### src/rtl/rr_arbiter_16.sv
// Sixteen-requester round-robin arbiter producing a registered one-hot grant
// with a valid/ready handshake and a saturating count of accepted grants.
module rr_arbiter_16 (
    input  logic        clk,
    input  logic        rst_n,
    input  logic [15:0] req,
    input  logic        grant_ready,
    output logic [15:0] grant,
    output logic        grant_valid,
    output logic [15:0] grant_count
);

    typedef enum logic {
        IDLE  = 1'b0,
        GRANT = 1'b1
    } state_t;

    state_t      state;
    logic [3:0]  ptr;
    logic [3:0]  grant_idx;
    logic [3:0]  search_ptr;
    logic [3:0]  idx;
    logic [15:0] win_vec;
    logic        found;
    logic        accept;

    // The grant register is one-hot, so OR-ing indices is an exact encoder.
    always_comb begin
        // NOTE: every always_comb output gets a default first, so no latch is inferred.
        grant_idx = 4'd0;
        for (int i = 0; i < 16; i++) begin
            if (grant[i]) grant_idx = grant_idx | 4'(i);
        end
    end

    assign accept     = (state == GRANT) && grant_ready;
    // On accept the search restarts just past the winner, in the same edge.
    assign search_ptr = accept ? (grant_idx + 4'd1) : ptr;

    always_comb begin
        win_vec = 16'h0000;
        found   = 1'b0;
        idx     = 4'd0;
        for (int i = 0; i < 16; i++) begin
            idx = search_ptr + 4'(i);
            if (!found && req[idx]) begin
                win_vec[idx] = 1'b1;
                found        = 1'b1;
            end
        end
    end

    assign grant_valid = (state == GRANT);

    always_ff @(posedge clk) begin
        // NOTE: reset is sampled on the clock edge and wins over a simultaneous accept.
        if (!rst_n) begin
            // NOTE: sequential state uses non-blocking assignments only.
            state       <= IDLE;
            grant       <= 16'h0000;
            ptr         <= 4'd0;
            grant_count <= 16'h0000;
        end else begin
            case (state)
                IDLE: begin
                    if (found) begin
                        grant <= win_vec;
                        state <= GRANT;
                    end
                end
                GRANT: begin
                    if (grant_ready) begin
                        ptr <= search_ptr;
                        if (grant_count != 16'hFFFF) grant_count <= grant_count + 16'd1;
                        if (found) begin
                            grant <= win_vec;
                        end else begin
                            grant <= 16'h0000;
                            state <= IDLE;
                        end
                    end
                end
                default: begin
                    state <= IDLE;
                    grant <= 16'h0000;
                end
            endcase
        end
    end

endmodule

### config.mk
export PLATFORM = sky130hd
export DESIGN_NAME = rr_arbiter_16
export DESIGN_NICKNAME = d
export VERILOG_FILES = /design/src/rtl/rr_arbiter_16.sv
export SDC_FILE = /design/constraint.sdc
export NUM_CORES = 1
export LEC_CHECK = 0
export CAP_MARGIN = 20
export CELL_PAD_IN_SITES_DETAIL_PLACEMENT = 0
export CELL_PAD_IN_SITES_GLOBAL_PLACEMENT = 1
export CORE_MARGIN = 1
export CORE_UTILIZATION = 30
export DETAILED_ROUTE_END_ITERATION = 7
export GPL_TIMING_DRIVEN = 1
export PLACE_DENSITY_LB_ADDON = 0.1
export SLEW_MARGIN = 40
export SYNTH_ARGS = -nofsm -noshare
export SYNTH_HDL_FRONTEND = slang
export SYNTH_SLANG_ARGS = --single-unit
### constraint.sdc
create_clock -name clk -period 16.64 [get_ports clk]
set_clock_uncertainty 0.05 [all_clocks]
set_input_delay 4.16 -clock clk [delete_from_list [all_inputs] [get_ports clk]]
set_output_delay 4.16 -clock clk [all_outputs]
set_load 0.02 [all_outputs]
==> out/qor.yml <==
clock_network:
  clk_root_buffer_cell: "sky130_fd_sc_hd__clkbuf_16"
  ctsHtreeMaxLevel: 2
  clkSlewWorstSetupHoldPaths_ps: 60
  worstSkewPairLatency_ps: 290
  cts_tree: "yes"
  numClockSinks: 37
  number_of_gates_resized_after_cts: 0
  ctsHoldBuffers: 0
  cts_made_buffers: 5
  post_cts_setup_bufs: 0
  cts-root-to-sink-buffers: 2
pwr:
  cellPowerDensity_nw_per_um2: 215
  irDropWorstVdd_uv: 102
  p_leak_nw: 2.32
critical_path:
  timing.critical_path.to_type: "flop"
  critical-path-slowest-cell: "sky130_fd_sc_hd__a211oi_1"
  worstPathRequired_ps: 16770
  crit_arrival_ps: 10940
  stage_delay_of_the_slowest_cell_on_the_critical_path_ps: 700
  worstPathMaxFanout: 21
  timing_worst_setup_path_type: "primary input to flop"
  element_type_at_the_critical_path_start: "primary input"
  path_cells: "clkdlybuf4s50_1, nand2_1, a211oi_1, nor3_4, buf_4, inv_1, ha_1, nand2_1, xnor2_2, mux4_2, a2111o_1, nor3_4, a21o_1, nor2_1, a22o_1, a211o_1"
timing:
  hold_ws_ps: 450
  totalNegativeSetupSlack_ps: 0
  clock.fmax_ghz: 0.0925
  period_share_pct: 65.0
  final_max_slew_viol_count: 0
  finalSetupViolCount: 0
  timing_worst_slew_pin_value_ps: 846
  report.final.hold_viol_count: 0
  finalWorstPathRequiredPeriod_ps: 10810
  unrepaired_setup_endpoints_after_global_routing: "false"
  max_slew_headroom_pct: 42.8
logic_synthesis:
  ys_ff_latch: 37
  synth-seq-area-share_pct: 12.7
  synth-simple-area-share_pct: 31.6
  post_synth_main_area_contributors: "sky130_fd_sc_hd__dfxtp_1 13%, sky130_fd_sc_hd__nand2_1 6.2%, sky130_fd_sc_hd__mux4_2 5.0%"
  synth.area.mux_share_pct: 9.90
  ys.warnings.count: 0
  syn-instance-count: 777
  synth_top_family_by_area: "compound AO/OA/AOI/OAI gates"
  postSynth.topFlopCell: "sky130_fd_sc_hd__dfxtp_1"
  synth_top_area_cell: "sky130_fd_sc_hd__dfxtp_1"
  yosysTopAreaCellShare_pct: 12.7
  post_synth_fa_ha_maj_area_fraction_pct: 3.23
  synth_area_in_compound_gates_pct: 32.5
  synth-xor-area-share_pct: 4.30
  syn-num-nets: 811
  async_flop_share_pct: 0
  yosys.cell_types.count: 89
  postSynthAreaPerCell_um2: 7.48
  netlist_area_um2: 5810
  edff_count_synth: 0
global_routing:
  vias_in_the_first_global_route: 6785
  grt_use_total_pct: 29.7
  globalRouteOverflowTotal: 0
  grt_start_max_net_pins: 30
  grt_pass1_wl_mm: 43.8
  antenna_found_initial: 1
detailed_routing:
  drt-wirelength-per-cell_um: 28.0
  drc_errors: 0
  finalWirelength_mm: 29.8
  detail_route.iter0.violations: 1174
  total_via_count_after_detailed_routing: 7243
  viasPerCell: 6.82
  firstDrtPassIters: 7
  detail-route-antenna-nets: 0
final_layout:
  synthToLayoutAreaGrowth_pct: 16.4
  final_common_cell: "sky130_fd_sc_hd__nand2_1"
  most-common-layout-cells: "96 x sky130_fd_sc_hd__nand2_1, 51 x sky130_fd_sc_hd__clkdlybuf4s50_1, 37 x sky130_fd_sc_hd__dfxtp_1"
  drive_above_1_share_pct: 11.5
  final_net_count: 834
  layout.cells.non_filler: 1062
run:
  timing.max_cap.violations: 0
floorplan:
  chipHeight_um: 141
  dieWidth_um: 141
  design.die.area_um2: 19900
  design.core.area_um2: 18800
  placement_rows: 50
  initial_utilization_pct: 30.9
  io_pins: 52
placed_design:
  globalplace.congestion: 0.973
  numPlacedInstances: 1053
  io_buffers: 51
  place.detailed.hpwl_mm: 22.8
min_path:
  timing.hold.worst.class: "flop to flop"
status:
  run_status: "finished, final reports clean"
## cell type report
| class | count | area (um2) |
|---|---|---|
| Multi-Input combinational cell | 665 | 4800 |
| Antenna cell | 1 | 2.50 |
| Fill cell | 2008 | 12100 |
| Inverter | 28 | 110 |
| Timing Repair Buffer | 63 | 601 |
| Tap cell | 260 | 325 |
| Clock inverter | 3 | 65.1 |
| Clock buffer | 5 | 125 |
| Sequential cell | 37 | 741 |
## report_power, final
part           switching, mW  total, mW  internal, mW
clock network         0.0393      0.125        0.0856
logic                  0.869       1.22         0.354
registers            0.00855      0.105        0.0964
## path summary, 6_finish.rpt
path	startpoint	to	slack, ps	depth (start not counted)
setup / recovery	grant_ready	grant[14]$_SDFFE_PN0P_	5830	16
hold / removal	grant[8]$_SDFFE_PN0P_	grant[8]$_SDFFE_PN0P_	450	2
setup reg to reg	grant[15]$_SDFFE_PN0P_	grant[14]$_SDFFE_PN0P_	9450	17
hold reg to reg	grant[8]$_SDFFE_PN0P_	grant[8]$_SDFFE_PN0P_	450	2
## worst max-delay path: cells and delay by family
kind	cells	cell delay, ps
AO/OA/AOI/OAI	5	2370
XOR/XNOR	1	530
adder cells (fa/ha/maj)	1	460
buffers and inverters	3	1440
multiplexers	1	480
AND/OR/NAND/NOR	5	1470
## sequential cells by signal (all words and copies together), names as in the netlist
name         flops
grant_valid      1
ptr              4
grant_count     16
grant           16
## cells in the mapped netlist (all sizes together) (13+ instances only)
library cell and n:
inv 27, a22oi 13, and2 22, clkbuf 28, and3 14, mux2i 19, nor2 41, ha 15
o21ai 47, a32oi 22, buf 19, dfxtp 37, nand4 22, nor3 31, mux4 13, a21boi 15
nor4 29, nand3 35, a21oi 25, a211oi 23, xnor2 21, nand2 99, o211ai 16
## stage by stage
step | cell area (um2) | util [%] | power [mW] | setup slack [ps]
finish | 6770 | 35.9 | 1.45 | 5830
floorplan | 5810 | - | 0.893 | 8340
detailed placement | 6570 | 34.9 | 1.27 | 5630
CTS | 6760 | 35.9 | 1.40 | 5920
global placement | 6510 | 34.6 | 1.27 | 5660
global route | 6770 | 35.9 | 1.50 | 5470
## cell families after synthesis
group	count (synthesis)
AO/OA/AOI/OAI	256
buffers and inverters	75
flip-flops	37
XOR/XNOR	23
AND/OR/NAND/NOR	333
adder cells (fa/ha/maj)	15
multiplexers	38
## routing by layer
layer / vias to the layer above / GRT usage [%] / part of all wire, % / routed length (um)
met2: 503 / 47.0 / 45 / 13400
met1: 3515 / 39.1 / 41 / 12300
met4: 0 / 13.0 / 4.3 / 1270
met5: - / 0 / 0 / 0
met3: 101 / 5.81 / 9.5 / 2820
li1: 3124 / - / - / -
No activity file was read; power rests on OpenSTA's default activity.
==> edit: new RTL, same settings <==
Put one more register stage on the output `grant_count`, cleared by the reset. The value now appears one clock later. The other outputs are not delayed to match.
--- a/src/rtl/rr_arbiter_16.sv
+++ b/src/rtl/rr_arbiter_16.sv
@@ -14,6 +14,8 @@
         IDLE  = 1'b0,
         GRANT = 1'b1
     } state_t;
+
+    logic [15:0] grant_count_s0;
 
     state_t      state;
     logic [3:0]  ptr;
@@ -59,7 +61,7 @@
             state       <= IDLE;
             grant       <= 16'h0000;
             ptr         <= 4'd0;
-            grant_count <= 16'h0000;
+            grant_count_s0 <= 16'h0000;
         end else begin
             case (state)
                 IDLE: begin
@@ -71,7 +73,7 @@
                 GRANT: begin
                     if (grant_ready) begin
                         ptr <= search_ptr;
-                        if (grant_count != 16'hFFFF) grant_count <= grant_count + 16'd1;
+                        if (grant_count_s0 != 16'hFFFF) grant_count_s0 <= grant_count_s0 + 16'd1;
                         if (found) begin
                             grant <= win_vec;
                         end else begin
@@ -88,5 +90,13 @@
         end
     end
 
+    always_ff @(posedge clk) begin
+        if (!rst_n) begin
+            grant_count <= '0;
+        end else begin
+            grant_count <= grant_count_s0;
+        end
+    end
+
 endmodule
 
Check against the original RTL: not equivalent (a bounded check fails within 4 cycles, from zero or initial values and one cycle with rst_n low).
==> edit against the unedited design <==
Synthesized area rose by 3.2%. Count of clock-buffer cells in the layout did not move. Sequential cell count rose by 16. Design area rose by 1.3%. Setup slack got worse by 0.76 ns. Wire length fell by 9.1%. Hold slack improved by 0.0029 ns.
Power is not shown: default switching activity piles up to over one toggle a cycle in this logic, so the estimate is an artifact.
==> edit: results <==
[sta]
tightest_slew_ns = 0.894

[cells_and_area]
reg_top3 = grant x16, grant_count x16, grant_count_s0 x16
drive_above_1_share = 0.102
nNetsFinal = 825
diodes = 0

[critical_path]
crit_fanout = 25
arrival_ns = 11.75
reg2reg_from = grant[1]$_SDFFE_PN0P_
startpoint = grant_ready

[synthesis]
synth_compound_area_frac = 0.259
synth_fa_ha_area_frac = 0.0313
synth_cell_types = 88
syn-num-nets = 805
synth_xor_area_frac = 0.0465
synth_area_leaders = dfxtp_1 18%, nand2_1 5.3%, mux2i_1 4.7%, and2_1 4.5%, nand3_1 4.2%
synth_seq_area_share = 0.177
synthTopCellsByCount = 84 x nand2_1, 53 x dfxtp_1, 53 x nor2_1, 50 x nand3_1, 43 x and2_1
synthMuxAreaShare = 0.112
synth-main-ff-cell = dfxtp_1
postSynth.asyncResetShare = 0

[cts]
ctsResizeCount = 0
post_cts_buffers = 0
htree_levels = 2
insertion_delay_ns = 0.30
path_clk_slew_ns = 0.07
cts_buffers = 5
clockBufferDepth = 2

[run_status]
status = complete, no violations

[worst_hold_path]
min_from = grant[10]$_SDFFE_PN0P_
worstHoldPathType = flip-flop to flip-flop

[global_route]
grt_pass1_vias = 6328
grt_first_pass_wirelength_mm = 40.4
track_usage = 0.266
grt_max_degree = 41
antenna_found_initial = 0

[detailed_routing]
dr.pass1.iters = 5
postRouteWirelength_mm = 27.1
drt_iter0_drc = 790
drt-vias-per-instance = 6.34

[place]
gp_congestion = 0.942
post-dp-hpwl_mm = 20.8
## edit: cell count changes in the layout (fill, tap and decap cells not counted), moves of 9 or more
cell / before / now
a32oi_1: 22 / 12
nand2_1: 96 / 84
mux2i_1: 17 / 28
a211oi_1: 21 / 12
nand3_1: 35 / 50
nor2_1: 36 / 52
and2_1: 22 / 43
mux2_2: 5 / 14
dfxtp_1: 37 / 53
inv_1: 26 / 16
o21ai_0: 33 / 19
## edit: kinds of logic after synthesis
logic type | count (synthesis)
simple gates | 364
xor+xnor | 28
flops | 53
compound gates | 193
fa+ha+maj | 15
buf+inv | 65
mux | 53
## edit: critical path, cell delays in order
cell             delay [ns]
clkdlybuf4s50_1        0.61
nand2_1                0.29
o31a_1                 0.32
buf_4                  0.22
inv_2                  0.34
ha_1                   0.75
nand2b_1               0.10
a2111oi_0              0.73
or3_1                  0.77
mux2_2                 0.35
mux2i_1                0.10
mux2i_1                0.47
o211ai_4               0.29
buf_8                  0.25
nor4b_4                0.73
nand2_2                0.31
o311ai_1               0.60
a211oi_1               0.16
o21ai_1                0.13
## edit: final cells by class
type	count	area, sq um
fillers	2130	12700
multi-input cells	653	4660
flip-flops and latches	53	1060
repair buffers	60	583
well taps	265	332
clock buffers	5	125
inverters	18	70.1
clock inverters	3	28.8
## edit: path summary, 6_finish.rpt
path | to | slack (ns) | cells past startpoint
max reg2reg | grant[6]$_SDFFE_PN0P_ | 8.45 | 19
min | grant[10]$_SDFFE_PN0P_ | 0.45 | 2
max | grant[6]$_SDFFE_PN0P_ | 5.07 | 19
min reg2reg | grant[10]$_SDFFE_PN0P_ | 0.45 | 2
## edit: routing by layer
layer | track usage | routed length [um] | share of wire | vias to the layer above
met5 | 0 | 0 | 0 | -
met4 | 0.104 | 1140 | 0.042 | 0
met3 | 0.0337 | 1950 | 0.072 | 65
met2 | 0.418 | 11900 | 0.44 | 339
met1 | 0.368 | 12000 | 0.44 | 3287
li1 | - | - | - | 3008
## edit: metrics by stage
| stage | hold WS, ns | cells | utilization | setup WS [ns] | area (sq um) |
|---|---|---|---|---|---|
| after floorplan | 0.412 | 771 | - | 7.95 | 6000 |
| after global placement | 0.430 | 1047 | 0.341 | 5.30 | 6660 |
| after detailed placement | 0.437 | 1048 | 0.342 | 5.03 | 6680 |
| after CTS | 0.454 | 1056 | 0.350 | 5.33 | 6840 |
| after global routing | 0.464 | 1057 | 0.351 | 4.77 | 6860 |
| final | 0.452 | 1057 | 0.351 | 5.07 | 6860 |
